<file path="config.mk">
export PLATFORM = sky130hd
export DESIGN_NAME = digit_serial_adder_flat
export DESIGN_NICKNAME = d
export VERILOG_FILES = /design/src/rtl/digit_serial_adder_pkg.sv /design/src/rtl/digit_serial_adder_if.sv /design/src/rtl/digit_serial_adder_digit.sv /design/src/rtl/digit_serial_adder.sv /design/src/flat_wrapper.sv
export SDC_FILE = /design/constraint.sdc
export NUM_CORES = 1
export LEC_CHECK = 0
export BUFFER_PORTS_ARGS = -buffer_cell sky130_fd_sc_hd__buf_2
export CAP_MARGIN = 20
export CORE_MARGIN = 8
export CORE_UTILIZATION = 42
export DETAILED_ROUTE_END_ITERATION = 8
export PLACE_DENSITY = 0.61
export SLEW_MARGIN = 25
export SYNTH_ARGS = -nofsm -noshare
export SYNTH_HDL_FRONTEND = slang
export SYNTH_HIERARCHICAL = 1
export SYNTH_SLANG_ARGS = --single-unit
</file>
<file path="constraint.sdc">
create_clock -name clk -period 3.8 [get_ports clk]
set_clock_uncertainty 0.1 [all_clocks]
set_input_delay 0.57 -clock clk [delete_from_list [all_inputs] [get_ports clk]]
set_output_delay 0.57 -clock clk [all_outputs]
set_load 0.02 [all_outputs]
</file>
<file path="src/rtl/digit_serial_adder_pkg.sv">
// Shared definitions for the digit-serial adder: FSM state encoding and
// the digit-counter width helper.
package digit_serial_adder_pkg;

  typedef enum logic [1:0] {
    ST_IDLE = 2'd0,
    ST_BUSY = 2'd1,
    ST_DONE = 2'd2
  } state_t;

  // Counter width for a given number of digits; never narrower than one bit
  // so the single-digit configuration still has a legal counter.
  function automatic int cnt_width(input int digits);
    return (digits <= 2) ? 1 : $clog2(digits);
  endfunction

endpackage

</file>
<file path="src/rtl/digit_serial_adder_if.sv">
// Operand/result handshake bundle of the digit-serial adder.
// master: operand producer + result consumer; slave: the adder itself.
interface digit_serial_adder_if #(
  parameter int N = 8
);
  logic         in_valid;
  logic         in_ready;
  logic [N-1:0] a;
  logic [N-1:0] b;
  logic         cin;
  logic         sub;
  logic         out_valid;
  logic         out_ready;
  logic [N:0]   r;
  logic         ovf;
  logic         busy;

  modport master (
    output in_valid, a, b, cin, sub, out_ready,
    input  in_ready, out_valid, r, ovf, busy
  );

  modport slave (
    input  in_valid, a, b, cin, sub, out_ready,
    output in_ready, out_valid, r, ovf, busy
  );
endinterface

</file>
<file path="src/rtl/digit_serial_adder_digit.sv">
// Combinational W-bit ripple adder cell. Besides the carry out it exposes
// the carry into the top bit so the caller can derive signed overflow.
module digit_adder #(
  parameter int W = 2
) (
  input  logic [W-1:0] x,
  input  logic [W-1:0] y,
  input  logic         ci,
  output logic [W-1:0] s,
  output logic         co,
  output logic         c_msb_in
);

  // Ripple the carry through the W bits, tapping it just before the MSB
  always_comb begin : p_ripple
    logic c;
    c        = ci;
    s        = '0;
    c_msb_in = 1'b0;
    for (int i = 0; i < W; i++) begin
      if (i == W - 1) c_msb_in = c;
      s[i] = x[i] ^ y[i] ^ c;
      c    = (x[i] & y[i]) | (c & (x[i] ^ y[i]));
    end
    co = c;
  end

endmodule

</file>
<file path="src/rtl/digit_serial_adder.sv">
// Multi-cycle N-bit adder/subtractor. Operands are latched on the accept
// edge and consumed DIGIT bits per clock, LSB first, through one narrow
// ripple cell; the carry is kept in a register between digits.
module digit_serial_adder
  import digit_serial_adder_pkg::*;
#(
  parameter int N     = 8,
  parameter int DIGIT = 2
) (
  input  logic                 clk,
  input  logic                 rst_n,
  digit_serial_adder_if.slave  bus
);

  localparam int D  = N / DIGIT;
  localparam int CW = cnt_width(D);

  generate
    if (N % DIGIT != 0) begin : g_bad_digit
      $error("digit_serial_adder: N must be a multiple of DIGIT");
    end
  endgenerate

  state_t          state;
  state_t          state_nxt;
  logic [CW-1:0]   cnt;
  logic [N-1:0]    op_a;
  logic [N-1:0]    op_b;
  logic            carry;
  logic [N:0]      r_q;
  logic            ovf_q;
  logic            in_ready_int;
  logic            accept;
  logic            last;
  logic [DIGIT-1:0] dsum;
  logic            dco;
  logic            dmsb;

  // Drop the consumed digit; zeros enter at the top
  function automatic logic [N-1:0] shift_digit(input logic [N-1:0] v);
    return v >> DIGIT;
  endfunction

  assign last         = (cnt == CW'(D - 1));
  // Ready in IDLE, or in DONE when the result leaves on this same edge
  assign in_ready_int = (state == ST_IDLE) || ((state == ST_DONE) && bus.out_ready);
  assign accept       = bus.in_valid && in_ready_int;

  digit_adder #(.W(DIGIT)) u_cell (
    .x        (op_a[DIGIT-1:0]),
    .y        (op_b[DIGIT-1:0]),
    .ci       (carry),
    .s        (dsum),
    .co       (dco),
    .c_msb_in (dmsb)
  );

  // FSM state register
  always_ff @(posedge clk or negedge rst_n) begin
    if (!rst_n) state <= ST_IDLE;
    else        state <= state_nxt;
  end

  // FSM next-state logic
  always_comb begin
    state_nxt = state;
    case (state)
      ST_IDLE: if (bus.in_valid) state_nxt = ST_BUSY;
      ST_BUSY: if (last)         state_nxt = ST_DONE;
      ST_DONE: begin
        if (bus.out_ready) state_nxt = bus.in_valid ? ST_BUSY : ST_IDLE;
      end
      default: state_nxt = ST_IDLE;
    endcase
  end

  // Digit counter, inter-digit carry and result/overflow registers
  always_ff @(posedge clk or negedge rst_n) begin
    if (!rst_n) begin
      cnt   <= '0;
      carry <= 1'b0;
      r_q   <= '0;
      ovf_q <= 1'b0;
    end else if (accept) begin
      // Subtraction is a + ~b + 1: the +1 enters as the initial carry
      carry <= bus.sub ? 1'b1 : bus.cin;
      cnt   <= '0;
    end else if (state == ST_BUSY) begin
      carry <= dco;
      cnt   <= cnt + 1'b1;
      for (int k = 0; k < D; k++) begin
        if (cnt == CW'(k)) r_q[k*DIGIT +: DIGIT] <= dsum;
      end
      if (last) begin
        r_q[N] <= dco;
        ovf_q  <= dmsb ^ dco;
      end
    end
  end

  // Operand shift registers; contents are don't-care outside BUSY
  always_ff @(posedge clk) begin
    if (accept) begin
      op_a <= bus.a;
      op_b <= bus.sub ? ~bus.b : bus.b;
    end else if (state == ST_BUSY) begin
      op_a <= shift_digit(op_a);
      op_b <= shift_digit(op_b);
    end
  end

  assign bus.in_ready  = in_ready_int;
  assign bus.out_valid = (state == ST_DONE);
  assign bus.busy      = (state == ST_BUSY);
  assign bus.r         = r_q;
  assign bus.ovf       = ovf_q;

endmodule

</file>
<file path="src/flat_wrapper.sv">
// flat-port wrapper written by rule: the top's interface ports become plain ports
module digit_serial_adder_flat import digit_serial_adder_pkg::*;
#(
  parameter int N     = 8,
  parameter int DIGIT = 2
)
  (clk, rst_n, bus_in_valid, bus_a, bus_b, bus_cin, bus_sub, bus_out_ready, bus_in_ready, bus_out_valid, bus_r, bus_ovf, bus_busy);
  digit_serial_adder_if #(.N(N)) bus_i ();
  input  logic clk;
  input  logic rst_n;
  input wire logic [$bits(bus_i.in_valid)-1:0] bus_in_valid;
  input wire logic [$bits(bus_i.a)-1:0] bus_a;
  input wire logic [$bits(bus_i.b)-1:0] bus_b;
  input wire logic [$bits(bus_i.cin)-1:0] bus_cin;
  input wire logic [$bits(bus_i.sub)-1:0] bus_sub;
  input wire logic [$bits(bus_i.out_ready)-1:0] bus_out_ready;
  output wire logic [$bits(bus_i.in_ready)-1:0] bus_in_ready;
  output wire logic [$bits(bus_i.out_valid)-1:0] bus_out_valid;
  output wire logic [$bits(bus_i.r)-1:0] bus_r;
  output wire logic [$bits(bus_i.ovf)-1:0] bus_ovf;
  output wire logic [$bits(bus_i.busy)-1:0] bus_busy;
  assign bus_i.in_valid = bus_in_valid;
  assign bus_i.a = bus_a;
  assign bus_i.b = bus_b;
  assign bus_i.cin = bus_cin;
  assign bus_i.sub = bus_sub;
  assign bus_i.out_ready = bus_out_ready;
  assign bus_in_ready = bus_i.in_ready;
  assign bus_out_valid = bus_i.out_valid;
  assign bus_r = bus_i.r;
  assign bus_ovf = bus_i.ovf;
  assign bus_busy = bus_i.busy;
  digit_serial_adder #(.N(N), .DIGIT(DIGIT)) u_core (.clk(clk), .rst_n(rst_n), .bus(bus_i));
endmodule
</file>
### Yosys cells after proc, flatten, opt, wreduce, memory -nomap -nowiden

Index checks and enable logic that the tools add are counted.
W data, S select, Z words.

* word-level logic and storage cells: 58
* bits in registers: 31
* bits of input ports: 22
* output and inout port bits: 13

* reductions and logical operators: 11
* add/sub/neg operators: 1
* mux-type cells: 15
* eq/ne operators: 8
* bitwise logic cells: 13

Operators by type and width (number)
* $mux W8: 5
* $reduce_and A3 Y1: 5
* $mux W2: 5
* $not A8 Y8: 1
* $eq A2 B2 Y1 const B: 3
* $pmux W2 S3: 1
* $xor A1 B1 Y1: 5
* $and A1 B1 Y1: 4
* $eq A2 B1 Y1 const B: 2
* $logic_not A2 Y1: 2
* $mux W1: 4
* $ne A2 B2 Y1 const B: 2
* $add A2 B1 Y2 const B: 1
* $logic_and A1 B1 Y1: 2
* $ne A2 B1 Y1 const B: 1
* $or A1 B1 Y1: 2
* $reduce_bool A2 Y1: 1
* $logic_or A1 B1 Y1: 1
* $not A1 Y1: 1

### Longest topological paths before layout

* word-level depth: 7
* gate-level depth with buffers: 4
* depth with buffers taken out: 4

### Modules after synthesis

The synthesis kept the hierarchy.

Modules (own cells, without submodules)
* digit_serial_adder: sequential area each 855.8 um^2, cells an instance 99, area an instance 1488.9 um^2, instances 1
* digit_adder: sequential area each 0.0 um^2, cells an instance 2, area an instance 40.0 um^2, instances 1

### Worst setup path after synthesis

No wires, ideal clock.

* kind: input to register
* from: input bus_out_ready
* to: register u_core.op_a[0] (enable)
* cell stages on the path: 4
* library setup time: 0.375 ns
* data required time: 3.325 ns
* path buffers: 1
* path slack: 1.805 ns
* data arrival time: 1.520 ns
* cells stage by stage: inv_1 -> a211oi_4 -> buf_4 -> nand2b_1

* cells in the longest elaborated chain, start to end: 4

RTL lines
* from (decl): line flat_wrapper.sv:16 `input wire logic [$bits(bus_i.out_ready)-1:0] bus_out_ready;`
* $logic_and A1 B1 Y1: line digit_serial_adder.sv:46 `assign in_ready_int = (state == ST_IDLE) || ((state == ST_DONE) && bus.out_ready);`
* $logic_or A1 B1 Y1: line digit_serial_adder.sv:46
* $logic_and A1 B1 Y1: line digit_serial_adder.sv:47 `assign accept = bus.in_valid && in_ready_int;`
* $reduce_bool A2 Y1 (no line)
* to (signal assigned): line digit_serial_adder.sv:104 `op_a <= bus.a;`
* to (signal assigned): line digit_serial_adder.sv:107 `op_a <= shift_digit(op_a);`
* to (decl): line digit_serial_adder.sv:27 `logic [N-1:0] op_a;`

No other way between the ends.
A chain may end at the register's enable or synchronous reset.

### Worst setup path after layout

* from: register u_core.state[0]
* to: register u_core.op_a[6] (enable)

* cells in the longest elaborated chain, start to end: 5
* elaborated cells between the ends (all ways): 7
* classes of those cells: eq/ne (2); reduce/logical (5)

RTL lines
* from (decl): line digit_serial_adder.sv:24 `state_t state;`
* from (signal assigned): line digit_serial_adder.sv:61 `else state <= state_nxt;`
* $eq A2 B2 Y1: line digit_serial_adder.sv:46
* $logic_and A1 B1 Y1: line digit_serial_adder.sv:46
* $logic_or A1 B1 Y1: line digit_serial_adder.sv:46
* $logic_and A1 B1 Y1: line digit_serial_adder.sv:47
* $reduce_bool A2 Y1 (no line) (*)

Mark *: on every way between the ends. The rest lies on a longest branch, timed or not.

==> flow_summary.toml <==
[timing]
tightestPinTransition_ps = 790
setup_viol = 0
fmax_ghz = 0.461
maxSlewHeadroom_pct = 47.3
maxSlewViolCount = 0
tns_ps = 0
finalCriticalPeriod_ps = 2170
rsz0062_at_grt = "false"
hold_viol = 0
finalCritPeriodShare_pct = 57.1

[floorplan]
die_area_sq_mm = 0.00583
start_util_pct = 42.7
rows = 22
die_x_um = 76.3
top_level_ports = 35
die_y_um = 76.3
core_sq_mm = 0.00358

[grt]
grt_pass1_wl_mm = 4.48
overflow = 0
track_usage_pct = 9.39
antenna_found_initial = 0
grt_pass1_vias = 987
grt_max_degree = 22

[yosys]
synth_seq_cells = 31
synthCells = 101
synth_area_sq_mm = 0.00153
synth.avg_cell_area_sq_um = 15.1
ys_warn_count = 6
ys_types = 28
synth-seq-area-share_pct = 56.0
synth_nets = 129

[place]
gp_congestion = 0.712
place_area_sq_mm = 0.00174
port_buffers = 34
dpl.hpwl_mm = 1.95
placed_cells = 181

[critical_path]
rrSetupSlack_ps = 1630
cp_num_buf_inv = 1
cp_data_arrival_time_ps = 2020
slowest_stage = "nand2b_1"
cp-end-kind = "flip-flop"
rr_endpoint = "u_core/op_a[6]"
crit_path_cell_trace = "a211oi_4 > buf_4 > nand2b_1"
crit_type = "reg -> reg"
r2r-start = "u_core/state[0]"
crit_required_ps = 3650
path_delay_family = "simple AND/OR/NAND/NOR gates"
startpoint_type = "flip-flop"
reg2reg_depth = 3
crit_fanout = 21
cpPeakStageDelay_ps = 670

[outcome]
outcome = "complete, no violations"

[clocking]
post_cts_resized = 0
cts_tree = "done"
numClockSinks = 31
clk_latency_ps = 320
path_clk_slew_ps = 90
cts_inserted_buffers = 5
root_buffer = "clkbuf_4"
ctsHoldBuffers = 0
cts_max_level = 2
cts_max_path_buffers = 2
postCtsSetupRepairBufs = 0

[routing]
drt_pre_antenna_iters = 4
drc_errors = 0
wl_per_cell_um = 13.5
detail-route-antenna-nets = 0
vias = 878
first_iter_violations = 21
vias_per_cell = 4.65
routed_wirelength_mm = 2.55

[power_and_ir_drop]
power_leakage_nw = 0.826
power_density_mw_per_mm2 = 871
vdd_drop_max_v = 0.000271
power_w = 0.00157

[layout]
finish.utilization_pct = 50.3
layout-drive-gt1-share_pct = 44.7
n_antenna_cell = 0
layout_common_cells = "34 x buf_2, 16 x edfxtp_1, 15 x dfrtp_1"
nets = 168
instances_no_fill = 189
area_growth_pct = 17.8
final_area_sq_mm = 0.00180
layout_commonest_cell = "buf_2"

[flow_run]
maxCapViolCount = 0

[worst_hold_path]
hp-class = "in -> async"
cell usage after synthesis:
cell / count / area share (%)
mux2_1: 5 / 3.7
o21bai_1: 1 / 0.49
a211oi_4: 1 / 1.3
nand2_1: 5 / 1.2
fa_1: 2 / 2.6
inv_4: 1 / 0.41
xor2_1: 8 / 4.6
buf_6: 1 / 0.74
xnor2_1: 1 / 0.57
clkbuf_2: 1 / 0.33
dfrtp_1: 15 / 25
mux2_2: 4 / 2.9
and2b_1: 1 / 0.49
nor2_1: 1 / 0.25
nand3b_1: 1 / 0.49
a21oi_1: 3 / 0.98
and2_1: 4 / 1.6
buf_4: 1 / 0.49
o21ai_0: 1 / 0.33
mux2_4: 12 / 12
nand2b_4: 1 / 0.90
edfxtp_1: 16 / 31
nand2_2: 3 / 1.2
mux2i_1: 2 / 1.3
inv_1: 4 / 0.98
ha_1: 4 / 3.3
nand2b_1: 1 / 0.41
a22o_1: 1 / 0.57
worst max-delay path by stage:
stage	from	endpoint	slack, ps	cells after the start
floorplan	bus_out_ready	u_core/op_a[0]	1810	4
global placement	bus_out_ready	u_core/op_a[6]	1460	5
detailed placement	bus_out_ready	u_core/op_a[7]	1400	5
CTS	u_core/state[0]	u_core/op_b[5]	1630	3
global route	u_core/state[0]	u_core/op_b[1]	1520	3
finish	u_core/state[0]	u_core/op_a[6]	1630	3
logic make-up (layout without fill, tap and decap cells):
group	count (synthesis)	count (layout)	share of synthesized area [%]
buffers and inverters	8	48	2.95
AOI/OAI and AO/OA	7	7	3.68
DFF	31	31	56.0
muxes	23	23	19.7
and+or+nand+nor	17	17	6.63
xor gates and xnor gates	9	9	5.16
adders and majority gates	6	6	5.89
state kept, by name, summed over array words and instances, names as in the netlist:
signal,cells
u_core/bus.r,9
u_core/op_a,8
u_core/op_b,8
u_core/cnt,2
u_core/state,2
u_core/bus.ovf,1
u_core/carry,1
metrics by stage:
step                      hold slack (ps)  setup WS, ps
after floorplan                       174          1810
after global placement                362          1460
after detailed placement              372          1400
after CTS                            27.3          1630
after global routing                 34.3          1520
final                                34.5          1630
routing by layer:
| metal | track usage (%) | vias to the layer above | wire length (um) |
|---|---|---|---|
| li1 | - | 424 | - |
| met1 | 10.8 | 425 | 1180 |
| met2 | 14.5 | 27 | 1200 |
| met3 | 4.83 | 2 | 157 |
| met4 | 3.46 | 0 | 21 |
| met5 | 0 | - | 0 |
where the power goes:
part / internal, W / total (W) / switching [W]
sequential: 0.000573 / 0.000658 / 0.0000852
combinational: 0.000339 / 0.000718 / 0.000379
clock: 0.0000886 / 0.000193 / 0.000104
final cells by class:
| cell class | count | area (sq um) |
|---|---|---|
| clock inverters | 1 | 3.75 |
| flip-flops and latches | 31 | 856 |
| multi-input cells | 62 | 628 |
| clock buffers | 7 | 55.1 |
| inverters | 5 | 21.3 |
| well taps | 48 | 60.1 |
| repair buffers | 35 | 178 |
| fillers | 330 | 1780 |
No activity file was read; power rests on OpenSTA's default activity.
